==> config.mk <==
export PLATFORM = sky130hd
export DESIGN_NAME = io_port_device
export DESIGN_NICKNAME = d
export VERILOG_FILES = /design/src/rtl/io_port_device_pkg.sv /design/src/rtl/sync_fifo.sv /design/src/rtl/io_port_device.sv
export SDC_FILE = /design/constraint.sdc
export NUM_CORES = 1
export LEC_CHECK = 0
export CAP_MARGIN = 20
export CORE_ASPECT_RATIO = 1.2
export CORE_MARGIN = 2
export CORE_UTILIZATION = 51
export DETAILED_ROUTE_END_ITERATION = 8
export DONT_BUFFER_PORTS = 1
export PLACE_DENSITY = 0.63
export SETUP_SLACK_MARGIN = 0.05
export SLEW_MARGIN = 30
export SYNTH_ARGS = -nofsm -noshare
export SYNTH_HDL_FRONTEND = slang
export SYNTH_SLANG_ARGS = --single-unit
==> constraint.sdc <==
create_clock -name clk -period 2.2 [get_ports clk]
set_input_delay 0.33 -clock clk [delete_from_list [all_inputs] [get_ports clk]]
set_output_delay 0.33 -clock clk [all_outputs]
set_load 0.005 [all_outputs]
==> src/rtl/io_port_device_pkg.sv <==
// Shared constants and types for the processor I/O port device.
// Holds default widths/depths, pointer-width helper and interrupt FSM encoding.
// No logic; imported by sync_fifo and io_port_device.
package io_port_device_pkg;

  // Default processor port width and FIFO depth (depth must be a power of two, >= 2)
  localparam int IOP_W     = 16;
  localparam int IOP_DEPTH = 4;

  // Pointers carry one extra wrap bit so full and empty can be told apart
  function automatic int ptr_w(input int depth);
    return $clog2(depth) + 1;
  endfunction

  localparam int IOP_PTR_W = ptr_w(IOP_DEPTH);
  localparam int IOP_IDX_W = IOP_PTR_W - 1;

  // Interrupt request sequencer states
  typedef enum logic [1:0] {
    ST_IDLE  = 2'd0,
    ST_PULSE = 2'd1,
    ST_WAIT  = 2'd2
  } irq_state_t;

endpackage

==> src/rtl/sync_fifo.sv <==
// Purpose: single-clock FIFO with wrap-bit pointers and a zero-masked head output.
// Latency: a word pushed at edge N is visible on o_head_dat after edge N.
// Backpressure: push accepted when not full, or when full with a same-cycle pop; pop ignored when empty.
module sync_fifo
  import io_port_device_pkg::*;
#(
  parameter int W     = IOP_W,
  parameter int DEPTH = IOP_DEPTH
) (
  input  logic         i_clk,
  input  logic         i_rst,
  input  logic         i_push,
  input  logic [W-1:0] i_push_dat,
  input  logic         i_pop,
  output logic [W-1:0] o_head_dat,
  output logic         o_full,
  output logic         o_empty
);

  localparam int PW = ptr_w(DEPTH);
  localparam int AW = PW - 1;

  logic [W-1:0]  r_mem [DEPTH];
  logic [PW-1:0] r_wr_ptr;
  logic [PW-1:0] r_rd_ptr;

  logic          w_full;
  logic          w_empty;
  logic          w_push_ok;
  logic          w_pop_ok;
  logic [AW-1:0] w_wr_idx;
  logic [AW-1:0] w_rd_idx;

  assign w_wr_idx = r_wr_ptr[AW-1:0];
  assign w_rd_idx = r_rd_ptr[AW-1:0];

  // Same index with differing wrap bits means the writer lapped the reader
  assign w_empty = (r_wr_ptr == r_rd_ptr);
  assign w_full  = (r_wr_ptr[PW-1] != r_rd_ptr[PW-1]) && (w_wr_idx == w_rd_idx);

  assign w_pop_ok  = i_pop && !w_empty;
  assign w_push_ok = i_push && (!w_full || w_pop_ok);

  // Storage is never reset; the empty flag masks stale contents on the head output
  always_ff @(posedge i_clk) begin
    if (w_push_ok) begin
      r_mem[w_wr_idx] <= i_push_dat;
    end
  end

  // Pointer advance; both wrap naturally modulo 2*DEPTH
  always_ff @(posedge i_clk or posedge i_rst) begin
    if (i_rst) begin
      r_wr_ptr <= '0;
      r_rd_ptr <= '0;
    end else begin
      if (w_push_ok) r_wr_ptr <= r_wr_ptr + PW'(1);
      if (w_pop_ok)  r_rd_ptr <= r_rd_ptr + PW'(1);
    end
  end

  assign o_head_dat = w_empty ? '0 : r_mem[w_rd_idx];
  assign o_full     = w_full;
  assign o_empty    = w_empty;

endmodule

==> src/rtl/io_port_device.sv <==
// Purpose: bridges an external valid/ready stream pair to processor in_port/out_port with an interrupt per word.
// Latency: one cycle from accepted write to visibility on in_port / dev_out_data; interrupt pulses one cycle after the input FIFO turns non-empty.
// Backpressure: dev_in_ready is registered not-full (no path from in_rd); out_wr on a full, non-draining output FIFO is dropped and flagged.
module io_port_device
  import io_port_device_pkg::*;
#(
  parameter int W     = IOP_W,
  parameter int DEPTH = IOP_DEPTH
) (
  input  logic         clk,
  input  logic         rst,
  input  logic [W-1:0] dev_in_data,
  input  logic         dev_in_valid,
  output logic         dev_in_ready,
  output logic [W-1:0] in_port,
  input  logic         in_rd,
  output logic         interrupt,
  input  logic [W-1:0] out_port,
  input  logic         out_wr,
  output logic [W-1:0] dev_out_data,
  output logic         dev_out_valid,
  input  logic         dev_out_ready,
  output logic         in_overrun,
  output logic         out_overflow
);

  logic         w_in_full;
  logic         w_in_empty;
  logic [W-1:0] w_in_head;
  logic         w_in_push;
  logic         w_in_pop;

  logic         w_out_full;
  logic         w_out_empty;
  logic [W-1:0] w_out_head;
  logic         w_out_push;
  logic         w_out_pop;

  irq_state_t   r_state;
  logic         r_interrupt;
  logic         r_pulse_ack;
  logic         r_in_overrun;
  logic         r_out_overflow;

  // Input path: external producer -> processor in_port
  assign dev_in_ready = !w_in_full && !rst;
  assign w_in_push    = dev_in_valid && dev_in_ready;
  assign w_in_pop     = in_rd && !w_in_empty;

  sync_fifo #(
    .W     (W),
    .DEPTH (DEPTH)
  ) u_in_fifo (
    .i_clk      (clk),
    .i_rst      (rst),
    .i_push     (w_in_push),
    .i_push_dat (dev_in_data),
    .i_pop      (in_rd),
    .o_head_dat (w_in_head),
    .o_full     (w_in_full),
    .o_empty    (w_in_empty)
  );

  assign in_port = w_in_head;

  // Output path: processor out_port -> external consumer
  assign dev_out_valid = !w_out_empty;
  assign w_out_pop     = dev_out_valid && dev_out_ready;
  assign w_out_push    = out_wr && (!w_out_full || w_out_pop);

  sync_fifo #(
    .W     (W),
    .DEPTH (DEPTH)
  ) u_out_fifo (
    .i_clk      (clk),
    .i_rst      (rst),
    .i_push     (out_wr),
    .i_push_dat (out_port),
    .i_pop      (w_out_pop),
    .o_head_dat (w_out_head),
    .o_full     (w_out_full),
    .o_empty    (w_out_empty)
  );

  assign dev_out_data = w_out_head;

  // Interrupt sequencer: one registered pulse per queued word, re-armed by the processor's IN.
  // A read taken during the pulse itself is remembered so WAIT does not stall for a second read.
  always_ff @(posedge clk or posedge rst) begin
    if (rst) begin
      r_state     <= ST_IDLE;
      r_interrupt <= 1'b0;
      r_pulse_ack <= 1'b0;
    end else begin
      case (r_state)
        ST_IDLE: begin
          r_pulse_ack <= 1'b0;
          if (!w_in_empty) begin
            r_state     <= ST_PULSE;
            r_interrupt <= 1'b1;
          end
        end
        ST_PULSE: begin
          r_state     <= ST_WAIT;
          r_interrupt <= 1'b0;
          r_pulse_ack <= w_in_pop;
        end
        ST_WAIT: begin
          if (w_in_pop || r_pulse_ack) begin
            r_state     <= ST_IDLE;
            r_pulse_ack <= 1'b0;
          end
        end
        default: begin
          r_state     <= ST_IDLE;
          r_interrupt <= 1'b0;
          r_pulse_ack <= 1'b0;
        end
      endcase
    end
  end

  assign interrupt = r_interrupt;

  // Sticky error flags; they only report and never gate FIFO traffic
  always_ff @(posedge clk or posedge rst) begin
    if (rst) begin
      r_in_overrun   <= 1'b0;
      r_out_overflow <= 1'b0;
    end else begin
      if (in_rd && w_in_empty)   r_in_overrun   <= 1'b1;
      if (out_wr && !w_out_push) r_out_overflow <= 1'b1;
    end
  end

  assign in_overrun   = r_in_overrun;
  assign out_overflow = r_out_overflow;

endmodule

Yosys cells after proc, flatten, opt, wreduce, memory -nomap -nowiden --
Memories as Yosys holds them, arrays and structs flattened. Index checks and enable logic that the tools add are counted.
Word-level totals: word-level logic and storage cells 64, memories kept 2, output and inout bits 37, input port bits 38, register bits after elaboration 18, bits in writable memories 128
Memory list:
- u_in_fifo.r_mem | words 4, bits a word 16, rd ports 1, clocked after Yosys merged registers in 0, wr ports 1, RTL line sync_fifo.sv:23 | logic [W-1:0] r_mem [DEPTH];
- u_out_fifo.r_mem | words 4, bits a word 16, rd ports 1, clocked after Yosys merged registers in 0, wr ports 1, RTL line sync_fifo.sv:23
Cells by class: eq/ne operators 10, muxes and demuxes 13, bitwise operators 1, $add $sub $neg 4, reductions and logical operators 25
Operator list (count):
- 16-bit 2-to-1 mux | 2
- 3-bit by 1-bit adder with 3-bit output (second input constant) | 4
- 1-bit logical AND | 12
- 3-bit == test | 2
- 1-bit zero test | 6
- 1-bit 2-to-1 mux | 6
- 2-bit case mux with 3 select lines | 1
- 2-bit == test | 2
- 1-bit logical OR | 4
- 2-bit 2-to-1 mux | 2
- 2-bit != test (second input constant) | 2
- 1-bit case mux with 2 select lines | 2
- 2-bit AND reduction | 2
- 2-bit by 1-bit == test with 1-bit output (second input constant) | 1
- 2-bit == test (second input constant) | 1
- 2-bit zero test | 1
- 1-bit != test | 2
- 1-bit NOT | 1

Depth between registers and ports, before layout --
Gate-level depths: netlist of run 1.
word-level depth 8, mapped depth 5, mapped depth without buffers 4

Modules after synthesis --
A second synthesis of run 1 with hierarchy kept.
Second synthesis, totals: cells, all modules 297, area, all modules 6057.1 µm²
Modules (own cells, without submodules):
- sync_fifo | cells an instance 137, area an instance 2905.3 µm², times used 2, sequential area each 2072.0 µm²
- io_port_device | cells an instance 23, area an instance 246.5 µm², times used 1, sequential area each 150.1 µm²

Least setup slack after synthesis of run 1 --
Ideal clock, no wire load.
path kind register -> register, start point register u_in_fifo.r_rd_ptr[1], end point memory u_in_fifo.r_mem[3][0] (netlist bit) (enable), required time 1.812 ns, setup time 0.388 ns, cell stages (with the launch flop) 5, buffers on the path 1, slack 0.207 ns, period minus slack after synthesis 1.993 ns, arrival 1.604 ns, path through dfrtp_1 > buf_2 > xnor2_1 > and3_1 > nor2_1
On the way: cells in the longest elaborated chain, start to end 8, elaborated cells on any way between the ends 12, those cells by class 2 x eq/ne; 2 x mux; 8 x reduce/logical
Ends and longest elaborated chain:
- start, declared | RTL line sync_fifo.sv:25 | logic [PW-1:0] r_rd_ptr;
- start signal, assigned | RTL line sync_fifo.sv:58 | if (w_pop_ok) r_rd_ptr <= r_rd_ptr + PW'(1);
- 2-bit == test | RTL line sync_fifo.sv:39 | assign w_full = (r_wr_ptr[PW-1] != r_rd_ptr[PW-1]) && (w_wr_idx == w_rd_idx);
- 1-bit logical AND | RTL line sync_fifo.sv:39
- 1-bit zero test | RTL line sync_fifo.sv:42, io_port_device.sv:46
- 1-bit logical AND | RTL line io_port_device.sv:46 | assign dev_in_ready = !w_in_full && !rst;
- 1-bit logical AND | RTL line io_port_device.sv:47 | assign w_in_push = dev_in_valid && dev_in_ready;
- 1-bit logical AND (*) | RTL line sync_fifo.sv:42 | assign w_push_ok = i_push && (!w_full || w_pop_ok);
- 1-bit 2-to-1 mux (*) | RTL line sync_fifo.sv:46 | if (w_push_ok) begin
- 1-bit 2-to-1 mux (not written as such) (*) | RTL line sync_fifo.sv:47 | r_mem[w_wr_idx] <= i_push_dat;
- end, declared | RTL line sync_fifo.sv:23
Mark *: on every way between the ends. The rest lies on a longest branch, timed or not.

Worst setup path in the final report of run 1 --
start point register u_in_fifo.r_rd_ptr[0], end point output port in_port[8]
On the way: cells in the longest elaborated chain, start to end 2, elaborated cells on any way between the ends 3, those cells by class 1 x eq/ne; 1 x mux; 1 x memory
Ends and longest elaborated chain:
- memory read 4 x 16 bit or 3-bit == test (tied branches)
- 16-bit 2-to-1 mux (*) | RTL line sync_fifo.sv:62 | assign o_head_dat = w_empty ? '0 : r_mem[w_rd_idx];
- end, declared | RTL line io_port_device.sv:15 | output logic [W-1:0] in_port,
Marked as above.

==> results of run 1 <==
stage by stage:
step / power, mW / cells / instance area [µm²]
after global routing: 10.36 / 526 / 7146
after floorplan: 6.217 / 296 / 5902
after detailed placement: 6.996 / 462 / 6190
after global placement: 6.940 / 462 / 6190
final: 9.771 / 527 / 7148
after CTS: 9.846 / 523 / 7074
worst paths after layout:
check,to,slack (ns),depth (start not counted)
worst max register to register,u_out_fifo.r_mem[1][8]$_DFFE_PP_,0.22,3
worst min register to register,out_overflow$_DFFE_PP0P_,0.51,1
worst min-delay path,u_out_fifo.r_mem[2][13]$_DFFE_PP_,0.02,0
max in group asynchronous,u_in_fifo.r_rd_ptr[0]$_DFFE_PP0P_,1.25,2
min in group asynchronous,u_in_fifo.r_wr_ptr[1]$_DFFE_PP0P_,0.48,2
worst max-delay path,in_port[8],0.13,3
state kept, by name, indices dropped and copies added, names as in the netlist:
signal / count
in_overrun: 1
u_in_fifo.r_mem: 64
interrupt: 1
r_state: 2
u_in_fifo.r_wr_ptr: 3
u_out_fifo.r_wr_ptr: 3
out_overflow: 1
u_in_fifo.r_rd_ptr: 3
u_out_fifo.r_mem: 64
u_out_fifo.r_rd_ptr: 3
r_pulse_ack: 1
synthesized netlist by cell type, drive strengths merged:
cell / instances / area [µm²]
edfxtp: 128 / 3844
nor2b: 33 / 206.5
mux4: 32 / 720.7
dfrtp: 18 / 450.4
ha: 10 / 125.1
xnor2: 9 / 78.83
inv: 8 / 30.03
buf: 7 / 48.79
xor2: 6 / 78.83
and3: 5 / 31.28
clkbuf: 4 / 15.01
mux2: 4 / 45.04
nor2: 4 / 15.01
nor3: 4 / 25.02
and2: 3 / 18.77
o31ai: 3 / 22.52
nand2b: 2 / 12.51
nor4: 2 / 12.51
o311ai: 2 / 17.52
a211o: 1 / 8.760
a211oi: 1 / 7.510
a21boi: 1 / 7.510
a21o: 1 / 7.510
a311o: 1 / 10.01
a311oi: 1 / 15.01
a31o: 1 / 8.760
nand2: 1 / 3.750
nand3b: 1 / 7.510
o21bai: 1 / 7.510
o41ai: 1 / 8.760
or4: 1 / 11.26
what timing repair did:
action                     CTS  global route
hold buffers                29             2
setup endpoints to repair   43            49
gates cloned                 0             1
pin swaps                    0             0
hold endpoints to repair   125             8
gates resized for setup      7             6
logic make-up after synthesis:
family / Yosys count / share of synthesized area
buffers and inverters: 19 / 0.01590
AO/OA/AOI/OAI: 14 / 0.02057
XOR/XNOR: 15 / 0.02671
AND/OR/NAND/NOR: 56 / 0.05830
multiplexers: 36 / 0.1297
flip-flops: 146 / 0.7276
adder cells (fa/ha/maj): 10 / 0.02120
where the power goes:
| part | switching, mW | leakage [nW] | total, mW | internal (mW) |
|---|---|---|---|---|
| combinational | 1.58 | 0.820 | 3.11 | 1.53 |
| sequential | 0.326 | 1.38 | 3.94 | 3.62 |
| clock | 1.05 | 0.267 | 2.71 | 1.66 |
metal layers:
layer,vias up,share of wire,GRT usage,wire length (µm)
li1,1281,-,-,-
met1,1417,0.39,0.1788,3765
met2,71,0.54,0.2928,5268
met3,11,0.062,0.06254,606
met4,0,0.013,0.07583,130
met5,-,0,0,0
cell type report:
class	instances	share of cell area
inverter	8	0.004201
multi-input combinational	131	0.2162
timing repair buffer	52	0.07072
sequential	146	0.6011
tap	157	0.02748
clock buffer	19	0.06056
antenna	1	0.0003501
clock inverter	13	0.01943
==> flow_summary.toml, run 1 <==
[clock_network]
cts_sinks = 146
clock_path_buffers = 2
clk_latency_ns = 0.41
clock-root-buffer = "clkbuf_16"
clkTransAtPathRegs_ns = 0.05
post_cts.repair.setup_buffers = 0
tritoncts = "done"
cts_max_level = 4
cts_made_buffers = 17

[detailed_routing]
vias = 2780
wl_per_cell_um = 18.54
firstDrtPassIters = 4
drt-total-wl_mm = 9.772
ant_nets = 0
avgViaCountPerCell = 5.275
drc = 0
drt-initial-drc-count = 127

[power_and_ir_drop]
power_leakage_nw = 2.462
ir_drop_uv = 600.7
power_density_mw_per_mm2 = 1367

[sta]
holdWs_ns = 0.02373
relSlewSlack = 0.5550
post-route-period-util = 0.9422
finalSetupTns_ns = 0
fin_skew_ns = 0.01132
tightest_slew_ns = 0.6668
finalCriticalPeriod_ns = 2.073
hold_viol_final = 0
finalWorstSetupSlack_ns = 0.1271
setup_viol = 0
fmaxAchievable_mhz = 482.4
maxSlewViolCount = 0
rsz0062_at_grt = "true"

[synth]
postSynthRegisterBits = 146
seq_area_frac_synth = 0.7276
synth.avg_cell_area_um2 = 19.94
synth_cell_type_count = 37
ys_warn_count = 0
syn_inst = 296
synth.cell_area_mm2 = 0.005902
synth_nets = 344

[placement]
dpl_worst_slack_ns = 0.03917
numPortBuffers = 0
dp_hpwl_mm = 6.217
place_congestion = 0.7178

[setup_path]
startpoint_type = "register"
worstReg2RegStart = "u_out_fifo.r_wr_ptr[1]$_DFFE_PP0P_"
path_max_fanout = 12
critical-path-top-delay-family = "multiplexers"
setup.worst_path.class = "register to primary output"
end_kind = "primary output"
crit_path_cell_trace = "buf_8, mux4_2, nor2b_1"
critPathArrivalTime_ns = 1.74
cp_slowest_cell = "mux4_2"
slowest_delay_ns = 0.51
crit_path_start = "u_in_fifo.r_rd_ptr[0]$_DFFE_PP0P_"
crit_buf_inv = 1
crit_required_ns = 1.87

[floorplan]
die_h_um = 121.8
core_mm2 = 0.01141
die_area_mm2 = 0.01245
ios = 75
rows = 43
dieWidth_um = 102.2
initial_utilization = 0.5174

[job]
drv_cap = 0

[hold_path]
hold_start = "out_port[13]"
min_path_type = "input port to register"

[cells_and_area]
area_delta_synth_final_pct = 21.12
layout.nets = 404
final_cell_mix = "128 x edfxtp_1, 33 x nor2b_1, 32 x mux4_2"
seq_area_mm2 = 0.004297
final_common_cell = "edfxtp_1"
drive_gt1_frac = 0.2737
post-route-util = 0.6267
fillCellCount = 852
multi_input_area_mm2 = 0.001545

[global_routing]
grt_max_degree = 21
grt_overflow = 0
antenna_found_initial = 0
grt_pass1_wl_mm = 15.02
track_usage = 0.1676
grt_pass1_vias = 2954

[run_status]
status = "completed"
No activity file was read; power rests on OpenSTA's default activity.
==> run 2: changes to the inputs <==
--- a/config.mk
+++ b/config.mk
@@ -11,7 +11,8 @@
 export CORE_UTILIZATION = 51
 export DETAILED_ROUTE_END_ITERATION = 8
 export DONT_BUFFER_PORTS = 1
-export PLACE_DENSITY = 0.63
+export GPL_TIMING_DRIVEN = 0
+export PLACE_DENSITY = 0.7
 export SETUP_SLACK_MARGIN = 0.05
 export SLEW_MARGIN = 30
 export SYNTH_ARGS = -nofsm -noshare
==> run 2 against run 1 <==
Critical path depth grew 2. Register-to-register slack lost 0.05 ns. Setup slack lost 0.063 ns. Clock-buffer cell count shrank 2. Maximum frequency shrank 3.0%. Wire length grew 5.7%. Die area is the same. Critical path type unchanged. Final cell count grew 2.1%. Clock power shrank 6%. Worst hold slack gained 0.0071 ns. Highest routed layer unchanged. Combinational power grew 37%.
==> flow_summary.toml, run 2 (synthesized netlist as in run 1, its figures left out) <==
[clock_network]
cts_max_level = 4
clock_path_buffers = 2
cts_sinks = 146
clkTransAtPathRegs_ns = 0.06
cts_made_buffers = 17
tritoncts = "done"
clock-root-buffer = "clkbuf_16"
clk_latency_ns = 0.42

[setup_path]
r2r_cells = 4
crit_path_cell_trace = "buf_12, buf_8, buf_12, mux4_2, nor2b_4"
path_max_fanout = 5
setup.worst_path.class = "register to primary output"
worstReg2RegStart = "u_out_fifo.r_rd_ptr[1]$_DFFE_PP0P_"
startpoint_type = "register"
critPathArrivalTime_ns = 1.81
reg2reg_to = "u_out_fifo.r_mem[3][15]$_DFFE_PP_"
crit_required_ns = 1.87
path_common_cell = "buf_12"
cp_slowest_cell = "mux4_2"
rrSetupSlack_ns = 0.17
slowest_delay_ns = 0.50
end_kind = "primary output"

[sta]
rsz0062_at_grt = "true"
setup_viol = 0
tightest_slew_ns = 0.7399
relSlewSlack = 0.5062
post-route-period-util = 0.9711
finalCriticalPeriod_ns = 2.136
fmaxAchievable_mhz = 468.1
hold_viol_final = 0
fin_skew_ns = 0.007461
maxSlewViolCount = 0

[floorplan]
ios = 75
die_h_um = 121.8
rows = 43
die_area_mm2 = 0.01245
initial_utilization = 0.5174
core_mm2 = 0.01141
dieWidth_um = 102.2

[cells_and_area]
fin_cells = 538
area_delta_synth_final_pct = 27.14
seq_area_mm2 = 0.004294
insertedDiodeCount = 0
multi_input_area_mm2 = 0.001705
fin_area_mm2 = 0.007503
layout.nets = 416
fillCellCount = 790
drive_gt1_frac = 0.3412
final_common_cell = "edfxtp_1"
top_regs = "u_in_fifo.r_mem: 64 flops, u_out_fifo.r_mem: 64 flops"
final_cell_mix = "128 x edfxtp_1, 33 x dlygate4sd3_1, 32 x mux4_2"

[job]
drv_cap = 0

[placement]
dp_hpwl_mm = 6.209
placed_cells = 454
numPortBuffers = 0
place_congestion = 0.7142
place_area_mm2 = 0.006112

[hold_path]
hold_path_depth = 1
min_path_type = "input port to register"
hold_start = "in_rd"
holdPathEnd = "in_overrun$_DFFE_PP0P_"

[global_routing]
grt_pass1_wl_mm = 15.95
grt_pass1_vias = 3087
track_usage = 0.1804
grt_overflow = 0
grt_max_degree = 19
antenna_found_initial = 0

[power_and_ir_drop]
power_leakage_nw = 2.654
ir_drop_uv = 819.9
power_density_mw_per_mm2 = 1429

[detailed_routing]
drt-initial-drc-count = 92
wl_per_cell_um = 19.21
ant_nets = 0
drc = 0
vias = 2890
firstDrtPassIters = 4
drt-total-wl_mm = 10.33
avgViaCountPerCell = 5.372

[run_status]
status = "completed"
[run 2: final cells by class]
class | count | share of cell area
plain buffers | 11 | 0.02301
multi-input cells | 131 | 0.2273
clock inverters | 15 | 0.01451
inverters | 8 | 0.004002
clock buffers | 17 | 0.05669
flip-flops and latches | 146 | 0.5723
repair buffers | 53 | 0.07604
well taps | 157 | 0.02618
[run 2: worst max-delay path by stage]
stage | cells after the start | to | start | slack (ns)
5_1_grt | 5 | in_port[6] | u_in_fifo.r_rd_ptr[0]$_DFFE_PP0P_ | -0.009
2_1_floorplan | 4 | u_in_fifo.r_mem[3][0]$_DFFE_PP_ | u_in_fifo.r_rd_ptr[1]$_DFFE_PP0P_ | 0.21
4_1_cts | 7 | in_port[2] | u_in_fifo.r_rd_ptr[0]$_DFFE_PP0P_ | -0.009
6_report | 5 | in_port[11] | u_in_fifo.r_rd_ptr[0]$_DFFE_PP0P_ | 0.06
3_5_place_dp | 4 | u_in_fifo.r_mem[0][13]$_DFFE_PP_ | u_in_fifo.r_rd_ptr[1]$_DFFE_PP0P_ | -0.23
3_3_place_gp | 4 | u_in_fifo.r_mem[3][9]$_DFFE_PP_ | u_in_fifo.r_rd_ptr[1]$_DFFE_PP0P_ | -0.47
[run 2: through the flow]
step	total power [mW]	setup WS, ns	utilization	TNS, ns	hold WS (ns)
2_1_floorplan	6.217	0.2073	-	0	0.2686
3_3_place_gp	6.833	-0.4731	0.5347	-15.80	0.3773
3_5_place_dp	6.907	-0.2257	0.5359	-10.05	0.3796
4_1_cts	10.52	-0.009341	0.6456	-0.01384	0.01632
5_1_grt	11.34	-0.008761	0.6579	-0.02861	0.02349
6_report	10.73	0.06365	0.6579	0	0.03085
[run 2: power breakdown]
part	switching [mW]	internal, mW
Clock	1.11	1.44
Sequential	0.304	3.61
Combinational	1.95	2.30
Total	3.36	7.36
[run 2: layer usage]
layer	GRT usage	up-vias	part of all wire
li1	-	1316	-
met1	0.1872	1493	0.38
met2	0.3232	70	0.55
met3	0.07057	11	0.052
met4	0.07167	0	0.013
met5	0	-	0
[run 2: critical path: cells and delay by family (launching register included)]
kind                   cells  cell delay, ns
flip-flops                 1            0.39
multiplexers               1            0.50
buffers and inverters      3            0.36
AND/OR/NAND/NOR            1            0.15
[run 2: repair_timing]
item                       in CTS  in global routing
gates cloned                    2                  1
setup endpoints to repair     145                 79
hold endpoints to repair      146                  0
buffers inserted               12                  4
pin swaps                       2                  1
gates resized for setup        67                 23
hold buffers                   33                  0
